===== config.mk =====
export PLATFORM = sky130hd
export DESIGN_NAME = vx_mem_req_throttle
export DESIGN_NICKNAME = d
export VERILOG_FILES = /design/src/rtl/vx_mem_req_throttle.sv
export SDC_FILE = /design/constraint.sdc
export NUM_CORES = 1
export LEC_CHECK = 0
export CAP_MARGIN = 10
export CORE_ASPECT_RATIO = 0.9
export CORE_MARGIN = 4
export CORE_UTILIZATION = 39
export CTS_CLUSTER_SIZE = 8
export DETAILED_ROUTE_END_ITERATION = 10
export GPL_TIMING_DRIVEN = 0
export HOLD_SLACK_MARGIN = 0.1
export PLACE_DENSITY = 0.78
export SLEW_MARGIN = 20
export SYNTH_ARGS = -nofsm -noshare
export SYNTH_HDL_FRONTEND = slang
export SYNTH_SLANG_ARGS = --single-unit

===== constraint.sdc =====
create_clock -name clk -period 8.95 [get_ports clk]
set_input_delay 1.79 -clock clk [delete_from_list [all_inputs] [get_ports clk]]
set_output_delay 1.79 -clock clk [all_outputs]
set_load 0.03 [all_outputs]

===== src/rtl/vx_mem_req_throttle.sv =====
// Outstanding-read limiter for one core-to-dcache lane: a one-entry registered
// request stage gated by a read credit counter, with a combinational response path.
module vx_mem_req_throttle #(
    parameter int DATA_SIZE     = 4,
    parameter int ADDR_WIDTH    = 32,
    parameter int TAG_WIDTH     = 8,
    parameter int MAX_PENDING   = 8,
    parameter int PERF_CTR_BITS = 44,
    localparam int PEND_W       = $clog2(MAX_PENDING + 1),
    localparam int DW           = DATA_SIZE * 8
) (
    input  logic                     clk,
    input  logic                     reset,

    input  logic                     core_req_valid,
    output logic                     core_req_ready,
    input  logic                     core_req_rw,
    input  logic [ADDR_WIDTH-1:0]    core_req_addr,
    input  logic [DW-1:0]            core_req_data,
    input  logic [DATA_SIZE-1:0]     core_req_byteen,
    input  logic [TAG_WIDTH-1:0]     core_req_tag,

    output logic                     mem_req_valid,
    input  logic                     mem_req_ready,
    output logic                     mem_req_rw,
    output logic [ADDR_WIDTH-1:0]    mem_req_addr,
    output logic [DW-1:0]            mem_req_data,
    output logic [DATA_SIZE-1:0]     mem_req_byteen,
    output logic [TAG_WIDTH-1:0]     mem_req_tag,

    input  logic                     mem_rsp_valid,
    output logic                     mem_rsp_ready,
    input  logic [DW-1:0]            mem_rsp_data,
    input  logic [TAG_WIDTH-1:0]     mem_rsp_tag,

    output logic                     core_rsp_valid,
    input  logic                     core_rsp_ready,
    output logic [DW-1:0]            core_rsp_data,
    output logic [TAG_WIDTH-1:0]     core_rsp_tag,

    output logic [PEND_W-1:0]        pending,
    output logic                     busy,
    output logic                     rsp_underflow,
    output logic [PERF_CTR_BITS-1:0] perf_stall_cycles,
    output logic [PEND_W-1:0]        perf_max_pending
);

    localparam logic [PEND_W-1:0] MAX_P = PEND_W'(MAX_PENDING);

    logic                     stage_valid_q, stage_valid_d;
    logic                     rw_q, rw_d;
    logic [ADDR_WIDTH-1:0]    addr_q, addr_d;
    logic [DW-1:0]            data_q, data_d;
    logic [DATA_SIZE-1:0]     byteen_q, byteen_d;
    logic [TAG_WIDTH-1:0]     tag_q, tag_d;

    logic [PEND_W-1:0]        pending_q, pending_d;
    logic [PEND_W-1:0]        max_pending_q, max_pending_d;
    logic                     underflow_q, underflow_d;
    logic [PERF_CTR_BITS-1:0] stall_q, stall_d;

    logic stage_ready, credit_ok, core_fire, rd_fire, mem_fire, rsp_fire;

    always_comb begin
        stage_ready    = ~stage_valid_q | mem_req_ready;
        credit_ok      = core_req_rw | (pending_q < MAX_P);
        core_req_ready = stage_ready & credit_ok;
        core_fire      = core_req_valid & core_req_ready;
        rd_fire        = core_fire & ~core_req_rw;
        mem_fire       = stage_valid_q & mem_req_ready;
        rsp_fire       = mem_rsp_valid & core_rsp_ready;

        stage_valid_d = stage_valid_q;
        rw_d          = rw_q;
        addr_d        = addr_q;
        data_d        = data_q;
        byteen_d      = byteen_q;
        tag_d         = tag_q;
        if (core_fire) begin
            stage_valid_d = 1'b1;
            rw_d          = core_req_rw;
            addr_d        = core_req_addr;
            data_d        = core_req_data;
            byteen_d      = core_req_byteen;
            tag_d         = core_req_tag;
        end else if (mem_fire) begin
            stage_valid_d = 1'b0;
        end

        // A stray response never drives the counter below zero; it only flags.
        pending_d   = pending_q;
        underflow_d = underflow_q | (rsp_fire & (pending_q == '0));
        if (rd_fire && !rsp_fire) begin
            pending_d = pending_q + PEND_W'(1);
        end else if (rsp_fire && !rd_fire && pending_q != '0) begin
            pending_d = pending_q - PEND_W'(1);
        end

        max_pending_d = (pending_d > max_pending_q) ? pending_d : max_pending_q;

        stall_d = stall_q;
        if (core_req_valid && stage_ready && !credit_ok) begin
            stall_d = stall_q + PERF_CTR_BITS'(1);
        end
    end

    always_ff @(posedge clk) begin
        if (reset) begin
            stage_valid_q <= 1'b0;
            pending_q     <= '0;
            max_pending_q <= '0;
            underflow_q   <= 1'b0;
            stall_q       <= '0;
        end else begin
            stage_valid_q <= stage_valid_d;
            pending_q     <= pending_d;
            max_pending_q <= max_pending_d;
            underflow_q   <= underflow_d;
            stall_q       <= stall_d;
        end
    end

    // Request payload carries no reset; it is qualified by stage_valid_q.
    always_ff @(posedge clk) begin
        rw_q     <= rw_d;
        addr_q   <= addr_d;
        data_q   <= data_d;
        byteen_q <= byteen_d;
        tag_q    <= tag_d;
    end

    assign mem_req_valid  = stage_valid_q;
    assign mem_req_rw     = rw_q;
    assign mem_req_addr   = addr_q;
    assign mem_req_data   = data_q;
    assign mem_req_byteen = byteen_q;
    assign mem_req_tag    = tag_q;

    assign core_rsp_valid = mem_rsp_valid;
    assign mem_rsp_ready  = core_rsp_ready;
    assign core_rsp_data  = mem_rsp_data;
    assign core_rsp_tag   = mem_rsp_tag;

    assign pending           = pending_q;
    assign busy              = (pending_q != '0) | stage_valid_q;
    assign rsp_underflow     = underflow_q;
    assign perf_stall_cycles = stall_q;
    assign perf_max_pending  = max_pending_q;

endmodule

Word level (Yosys, flattened, before mapping)
Index checks and enable logic that the tools add are counted.
Cells by class
  $add $sub $neg: 3
  multipliers: 0
  div/mod/pow operators: 0
  order comparisons: 2
  equal/unequal tests: 0
  shifts and indexed selects: 0
  mux-type cells: 4
  bitwise gates (word level): 12
  reductions and logical operators: 11
Operator list (count)
  44-bit by 1-bit adder with 44-bit output (second input constant): 1
  4-bit two-way mux: 2
  1-bit AND: 6
  1-bit logical AND: 5
  4-bit by 1-bit adder with 4-bit output (second input constant): 1
  4-bit > comparator: 1
  4-bit logical NOT: 1
  4-bit less-than comparator (second input constant): 1
  1-bit OR: 4
  4-bit nonzero test: 1
  4-bit by 1-bit subtractor with 4-bit output (second input constant): 1
  1-bit logical NOT: 3
  1-bit two-way mux: 2
  1-bit NOT: 2
  2-bit nonzero test: 1
Storage, ports and cells
  register bits: 131
  bits in latches: 0
  RAM bits: 0
  bits in read-only memories: 0
  input bits: 123
  output and inout bits: 175
  word-level logic and storage cells: 42
  memories kept: 0

Depth between registers and ports, before layout
Gate-level depths: netlist (run 1).
  word-level depth: 11
  depth in mapped cells: 13
  mapped depth without buffers: 13

Least setup slack after synthesis (run 1)
Ideal clock, no wire load.
  path type: input to register
  start: in mem_req_ready
  end: reg addr_q[0], in the netlist mem_req_addr[0] (enable)
  setup time: 0.609 ns
  arrival: 7.380 ns
  required time: 8.341 ns
  setup slack: 0.961 ns
  stages on the path: 3
  buffers on the path: 1
  cell sequence: and2b_1 buf_6 nor3_1
On the way
  word-level cells in the longest chain between the ends: 3
Ends and longest elaborated chain
  start, declared: RTL line 24  | input logic mem_req_ready,
  1-bit OR: RTL line 65  | stage_ready = ~stage_valid_q | mem_req_ready;
  1-bit AND: RTL line 67  | core_req_ready = stage_ready & credit_ok;
  1-bit AND: RTL line 68  | core_fire = core_req_valid & core_req_ready;
  via core_fire: RTL line 62  | logic stage_ready, credit_ok, core_fire, rd_fire, mem_fire, rsp_fire;
  end signal, assigned: RTL line 126  | addr_q <= addr_d;
  end, declared: RTL line 52  | logic [ADDR_WIDTH-1:0] addr_q, addr_d;
The timed path passes the listed nets, and every way through them passes these cells.
A chain may end at the register's enable or synchronous reset.

Worst setup path after layout (run 1)
  start: in mem_req_ready
  end: out core_req_ready
On the way
  word-level cells in the longest chain between the ends: 2
Ends and longest elaborated chain
  1-bit OR: RTL line 65
  1-bit AND: RTL line 67
  end, declared: RTL line 16  | output logic core_req_ready,
Every way passes these cells.

==> key figures, run 1 <==
Power and ir drop
  • PwrDens: ~190 nW/um^2
  • Total power: 0.001702 W
  • Peak VDD IR: 0.1336 mV
  • P_leak: about 3.2 nW

Critical path
  • Worst R2R Start: pending[0]$_SDFF_PP0_
  • FF-to-FF path depth: 12
  • CP max FO: 10
  • R2R Setup Slk: ~5.5 ns
  • Crit path arrival time: 3.42 ns
  • Crit path launch type: input port
  • R2r endpoint: perf_max_pending[0]$_SDFFE_PP0N_
  • Worst setup EP type: primary output
  • WP data required: 7.16 ns
  • WS Path Type: in2out

CTS
  • CTS sink cnt: 131
  • Setup bufs post-CTS: 0
  • # H-tree levels: 4
  • Post-cts sizing count: 0
  • Cts bufs inserted: 17
  • Clk_lat worst skew: 0.41 ns
  • Worst-path clk slew: 0.05 ns
  • CTS tree: yes
  • Max clock buf depth: 2
  • Cts hold-fix bufs: 0
  • Root buf cell: clkbuf_16

Floorplanning
  • Starting Density: 0.4005
  • Core Area: 13410 um^2
  • Row count: 40
  • Die H: roughly 120 um
  • Die area: 15720 um^2
  • Die X-Extent: 131.7 um
  • Ports: 298

Worst hold path
  • WHS Path Cells: 2
  • Min-delay src: rsp_underflow$_SDFF_PP0_
  • Hold Crit Class: reg2reg
  • Hold EP: rsp_underflow$_SDFF_PP0_

Logic synthesis
  • Synth async-reset ratio: 0
  • Sequential share of the synthesized area: 0.6317
  • Mapped cell area: 5371 um^2
  • EDFF count, synth: 77
  • Yosys warnings: 0
  • Area leader, netlist: edfxtp_1
  • Synthesized flop and latch total: 131
  • Synth top area cells: edfxtp_1 43%, dfxtp_1 20%, buf_4 5.9%
  • Top_reg_cell synth: edfxtp_1
  • Mean Syn Cell Area: 11.99 um^2
  • Yosys cell types: 47
  • Mapped Cells: between 400 and 500
  • Synth top area share: 0.4305
  • Syn Nets: 578

Timing
  • Fin crit period: around 5.2 ns
  • Final Hold Fails: 0
  • Min Hold Slack: between 0.4 and 0.5 ns
  • Fin crit share: 0.5822
  • Worst slew margin: 0.5312
  • Post-route setup TNS: 0 ns
  • Slew @ Worst Pin: 0.6974 ns
  • Slew Viols, Final: 0
  • RSZ-0062 raised after global routing: false
  • Finish-stage setup viols: 0
  • Clk_skew: 0.003871 ns
  • F_max: 191.9 MHz

Placement
  • Hpwl dp: 13.07 mm
  • I/O Buffers: 256
  • Gpl congestion: 0.8517
  • Area of placed instances: 8224 um^2

Layout
  • Area delta synth->final: 64.73%
  • Area occupied by multi-input gates: 1520 um^2
  • Ratio of cells with drive above 1 in the final layout: 0.1223
  • Fin util: 0.6597
  • Most frequent cells in the layout: 256 x clkdlybuf4s50_1, 77 x edfxtp_1, 54 x dfxtp_1
  • Nets: 861
  • Fin area: 8848 um^2
  • Leading cell type in the layout, fill and taps excluded: clkdlybuf4s50_1
  • Storage cell area: 3393 um^2
  • FILL cells: between 1k and 1.5k
  • Ant. Diodes: 0

Global routing
  • Global-route wire length before repair: 26.03 mm
  • Remaining Overflow, GRT: 0
  • Antenna violations before repair: 0
  • Vias in the first global route: 4807
  • GRT Resource Usage Total: 0.2103
  • Largest net degree at the start of global routing: 17

Detailed routing
  • Iter 0 DRT Violations: 283
  • Routed wire per std cell: 18.36 um
  • Residual DRC count: 0
  • DRT Pass-1 Iters: 5
  • Wirelength, routed: 16.74 mm
  • Vias per cell: between 5 and 6
  • DRT antenna net count: 0
  • Total vias in the final route: 4700

Run status
  • Status: finished clean

Run
  • Max Cap Viol: 0
[kinds of logic (layout without fill, tap and decap cells)]
| family | count (synthesis) | count (layout) | share of synthesized area |
|---|---|---|---|
| simple gates | 145 | 145 | 0.1561 |
| flops | 131 | 131 | 0.6317 |
| buf+inv | 76 | 372 | 0.08735 |
| compound gates | 68 | 68 | 0.07408 |
| xor+xnor | 20 | 20 | 0.03261 |
| fa+ha+maj | 7 | 7 | 0.01630 |
| mux | 1 | 1 | 0.001864 |
[per-stage QoR]
| step | instances | setup WS, ns |
|---|---|---|
| 6_report | 912 | 3.739 |
| 5_1_grt | 912 | 3.710 |
| 4_1_cts | 912 | 3.738 |
| 3_5_place_dp | 880 | 3.741 |
| 3_3_place_gp | 872 | -1.545 |
| 2_1_floorplan | 448 | 0.9611 |
[worst max-delay path by stage]
| stage | from | end | slack (ns) | cells after the start |
|---|---|---|---|---|
| after CTS | mem_req_ready | core_req_ready | 3.74 | 5 |
| after global routing | mem_req_ready | core_req_ready | 3.71 | 5 |
| after floorplan | mem_req_ready | mem_req_addr[0]$_DFFE_PN_ | 0.96 | 3 |
| after global placement | mem_req_ready | mem_req_addr[28]$_DFFE_PN_ | -1.55 | 4 |
| final | mem_req_ready | core_req_ready | 3.74 | 5 |
| after detailed placement | mem_req_ready | core_req_ready | 3.74 | 5 |
[report_power, final]
group | switching [W] | total, W | leakage [nW] | internal [W]
Clock | 0.000239 | 0.000712 | 0.302 | 0.000473
Sequential | 0.0000129 | 0.000688 | 1.18 | 0.000675
Combinational | 0.000164 | 0.000302 | 1.70 | 0.000138
[worst max-delay path: stages]
cell and delay, ns:
clkdlybuf4s50_1 0.47, and2b_1 0.18, buf_6 0.14, nor2_1 0.15, clkdlybuf4s50_1 0.69
[cell usage after synthesis (10+ instances only)]
cell type,instances
nand2_1,18
nor2_1,30
o21ai_0,14
or4_1,16
nand3_1,22
xor2_1,12
a21oi_1,32
clkbuf_1,11
dfxtp_1,54
o31ai_1,12
buf_4,42
edfxtp_1,77
or3_1,10
nand4_1,12
inv_1,16
[registers in the layout, indices dropped and copies added, names as in the netlist]
name and count:
mem_req_addr 32, mem_req_byteen 4, mem_req_data 32, mem_req_rw 1
mem_req_tag 8, mem_req_valid 1, pending 4, perf_max_pending 4
perf_stall_cycles 44, rsp_underflow 1
[layer usage]
layer  routed length [um]  share of wire  up-vias  global-route usage
met5                    0              0        -                   0
met4                  242          0.014        0             0.06234
li1                     -              -     2176                   -
met1                 6435           0.38     2259              0.2376
met3                 1274          0.076       26             0.06799
met2                 8792           0.53      239              0.3798
[area by class of cell]
class                           instances  area share
Timing Repair Buffer                  264      0.2981
Clock buffer                           29     0.06250
Clock inverter                          3    0.007353
Tap cell                              168     0.02376
Buffer                                 60     0.04624
Multi-Input combinational cell        241      0.1718
Inverter                               16    0.006787
Sequential cell                       131      0.3835
(Power assumes the default switching activity.)
==> run 2: changes to the inputs <==
clock period = 5.2 ns   (was 8.95 ns; I/O delays follow)
==> key figures, run 2 (synthesized netlist as in run 1, its figures left out) <==
Run status
  • Status: finished clean

Floorplanning
  • Ports: about 300
  • Die area: roughly 16000 um^2
  • Row count: 40
  • Starting Density: 0.4005
  • Die X-Extent: 131.7 um
  • Die H: 119.3 um
  • Core Area: 13410 um^2

Timing
  • Fin worst setup slack: 1.479 ns
  • F_max: about 270 MHz
  • Slew Viols, Final: 0
  • RSZ-0062 raised after global routing: false
  • Fin crit share: 0.7155
  • Fin crit period: 3.721 ns
  • Post-route setup TNS: 0 ns
  • Clk_skew: roughly 0.0084 ns
  • Finish-stage setup viols: 0
  • Worst slew margin: 0.4775
  • Slew @ Worst Pin: 0.7812 ns
  • Final Hold Fails: 0

Placement
  • Placed Cells incl. Taps: around 900
  • Gpl congestion: 0.8450
  • Hpwl dp: 13.22 mm
  • Placement Setup Slack: 1.127 ns
  • Area of placed instances: 8228 um^2
  • I/O Buffers: 256

Layout
  • Finished Layout Cells: roughly 910
  • Leading cell type in the layout, fill and taps excluded: clkdlybuf4s50_1
  • FILL cells: slightly above 1k
  • Ant. Diodes: 0
  • Ratio of cells with drive above 1 in the final layout: 0.1176
  • Area delta synth->final: 63.59%
  • Nets: 857
  • Most frequent cells in the layout: 256 x clkdlybuf4s50_1, 77 x edfxtp_1, 54 x dfxtp_1
  • Max reg flops: 44
  • Fin area: 8787 um^2

CTS
  • Post-cts sizing count: 0
  • Worst-path clk slew: 0.06 ns
  • Cts hold-fix bufs: 0
  • Root buf cell: clkbuf_16
  • Cts bufs inserted: 17
  • CTS sink cnt: 131
  • # H-tree levels: 4
  • Max clock buf depth: 2
  • Setup bufs post-CTS: 0
  • Clk_lat worst skew: 0.41 ns
  • CTS tree: yes

Detailed routing
  • DRT Pass-1 Iters: 4
  • Met2 wire length: roughly 9 mm
  • Wl on met1: about 6.5 mm
  • Total vias in the final route: 4607
  • DRT antenna net count: 0
  • Met3 wire length: roughly 1.3 mm
  • Iter 0 DRT Violations: 245
  • Routed wire per std cell: about 19 um
  • Wirelength, routed: 17.10 mm
  • Vias per cell: 5.074
  • Top sig layer: met4
  • Residual DRC count: 0

Power and ir drop
  • P_leak: 3.147 nW
  • PwrDens: approximately 320 nW/um^2
  • Peak VDD IR: 0.2351 mV

Global routing
  • Largest net degree at the start of global routing: 19
  • Vias in the first global route: ~4.8k
  • Antenna violations before repair: 0
  • Remaining Overflow, GRT: 0
  • Global-route wire length before repair: between 20 and 30 mm
  • GRT Resource Usage Total: 0.2177

Worst hold path
  • Hold EP: perf_max_pending[2]$_SDFFE_PP0N_
  • Min-delay src: perf_max_pending[2]$_SDFFE_PP0N_
  • WHS Path Cells: 2
  • Hold Crit Class: reg2reg

Critical path
  • Worst setup EP type: register
  • FF-to-FF path depth: 12
  • WP data required: 5.53 ns
  • R2r endpoint: perf_max_pending[0]$_SDFFE_PP0N_
  • R2R Setup Slk: 1.78 ns
  • Crit path launch type: input port
  • Worst R2R Start: pending[0]$_SDFF_PP0_
  • CP max FO: 8
  • WS Path Type: in2reg
  • Crit path arrival time: 4.05 ns

Run
  • Max Cap Viol: 0
[run 2: worst max-delay path by stage]
stage | to | cells after the start | slack [ns] | startpoint
detailed placement | perf_max_pending[0]$_SDFFE_PP0N_ | 12 | 1.13 | mem_req_ready
CTS | core_req_ready | 5 | 1.51 | mem_req_ready
floorplan | mem_req_addr[0]$_DFFE_PN_ | 3 | 0.33 | mem_req_ready
global placement | mem_req_addr[31]$_DFFE_PN_ | 4 | -1.19 | mem_req_ready
global route | perf_max_pending[0]$_SDFFE_PP0N_ | 12 | 1.26 | core_req_valid
finish | perf_max_pending[0]$_SDFFE_PP0N_ | 11 | 1.48 | core_req_valid
[run 2: where the power goes]
part / internal, W / switching, W
logic: 0.000237 / 0.000282
registers: 0.00116 / 0.0000215
clock network: 0.000699 / 0.000422
total: 0.00210 / 0.000725
[run 2: area by class of cell]
cell class | count | area (um^2) | area share
sequential | 131 | 3393 | 0.3862
buffer | 60 | 409.1 | 0.04656
inverter | 16 | 60.06 | 0.006835
multi-input combinational | 241 | 1526 | 0.1737
clock buffer | 21 | 440.4 | 0.05012
clock inverter | 11 | 112.6 | 0.01282
tap | 168 | 210.2 | 0.02392
timing repair buffer | 260 | 2635 | 0.2999
[run 2: per-stage QoR]
| stage | total power (W) | hold slack [ns] | utilization |
|---|---|---|---|
| after detailed placement | 0.001725 | 0.4875 | 0.6134 |
| final | 0.002823 | 0.4879 | 0.6551 |
| after floorplan | 0.001480 | 0.6013 | - |
| after global routing | 0.002926 | 0.5079 | 0.6551 |
| after global placement | 0.001705 | 0.4515 | 0.6076 |
| after CTS | 0.002845 | 0.4957 | 0.6547 |
[run 2: per-layer routing]
layer,track usage,up-vias
met5,0,-
met3,0.06883,19
met2,0.3969,229
met4,0.06955,0
li1,-,2164
met1,0.2418,2195
[run 2: worst max-delay path: stages]
cell and delay [ns]:
clkdlybuf4s50_1 0.52, inv_1 0.20, or4_1 0.61, or4b_1 0.22, o211a_1 0.21, inv_1 0.06
ha_1 0.30, and4_1 0.20, a21oi_1 0.38, nand2_1 0.14, o22ai_1 0.17
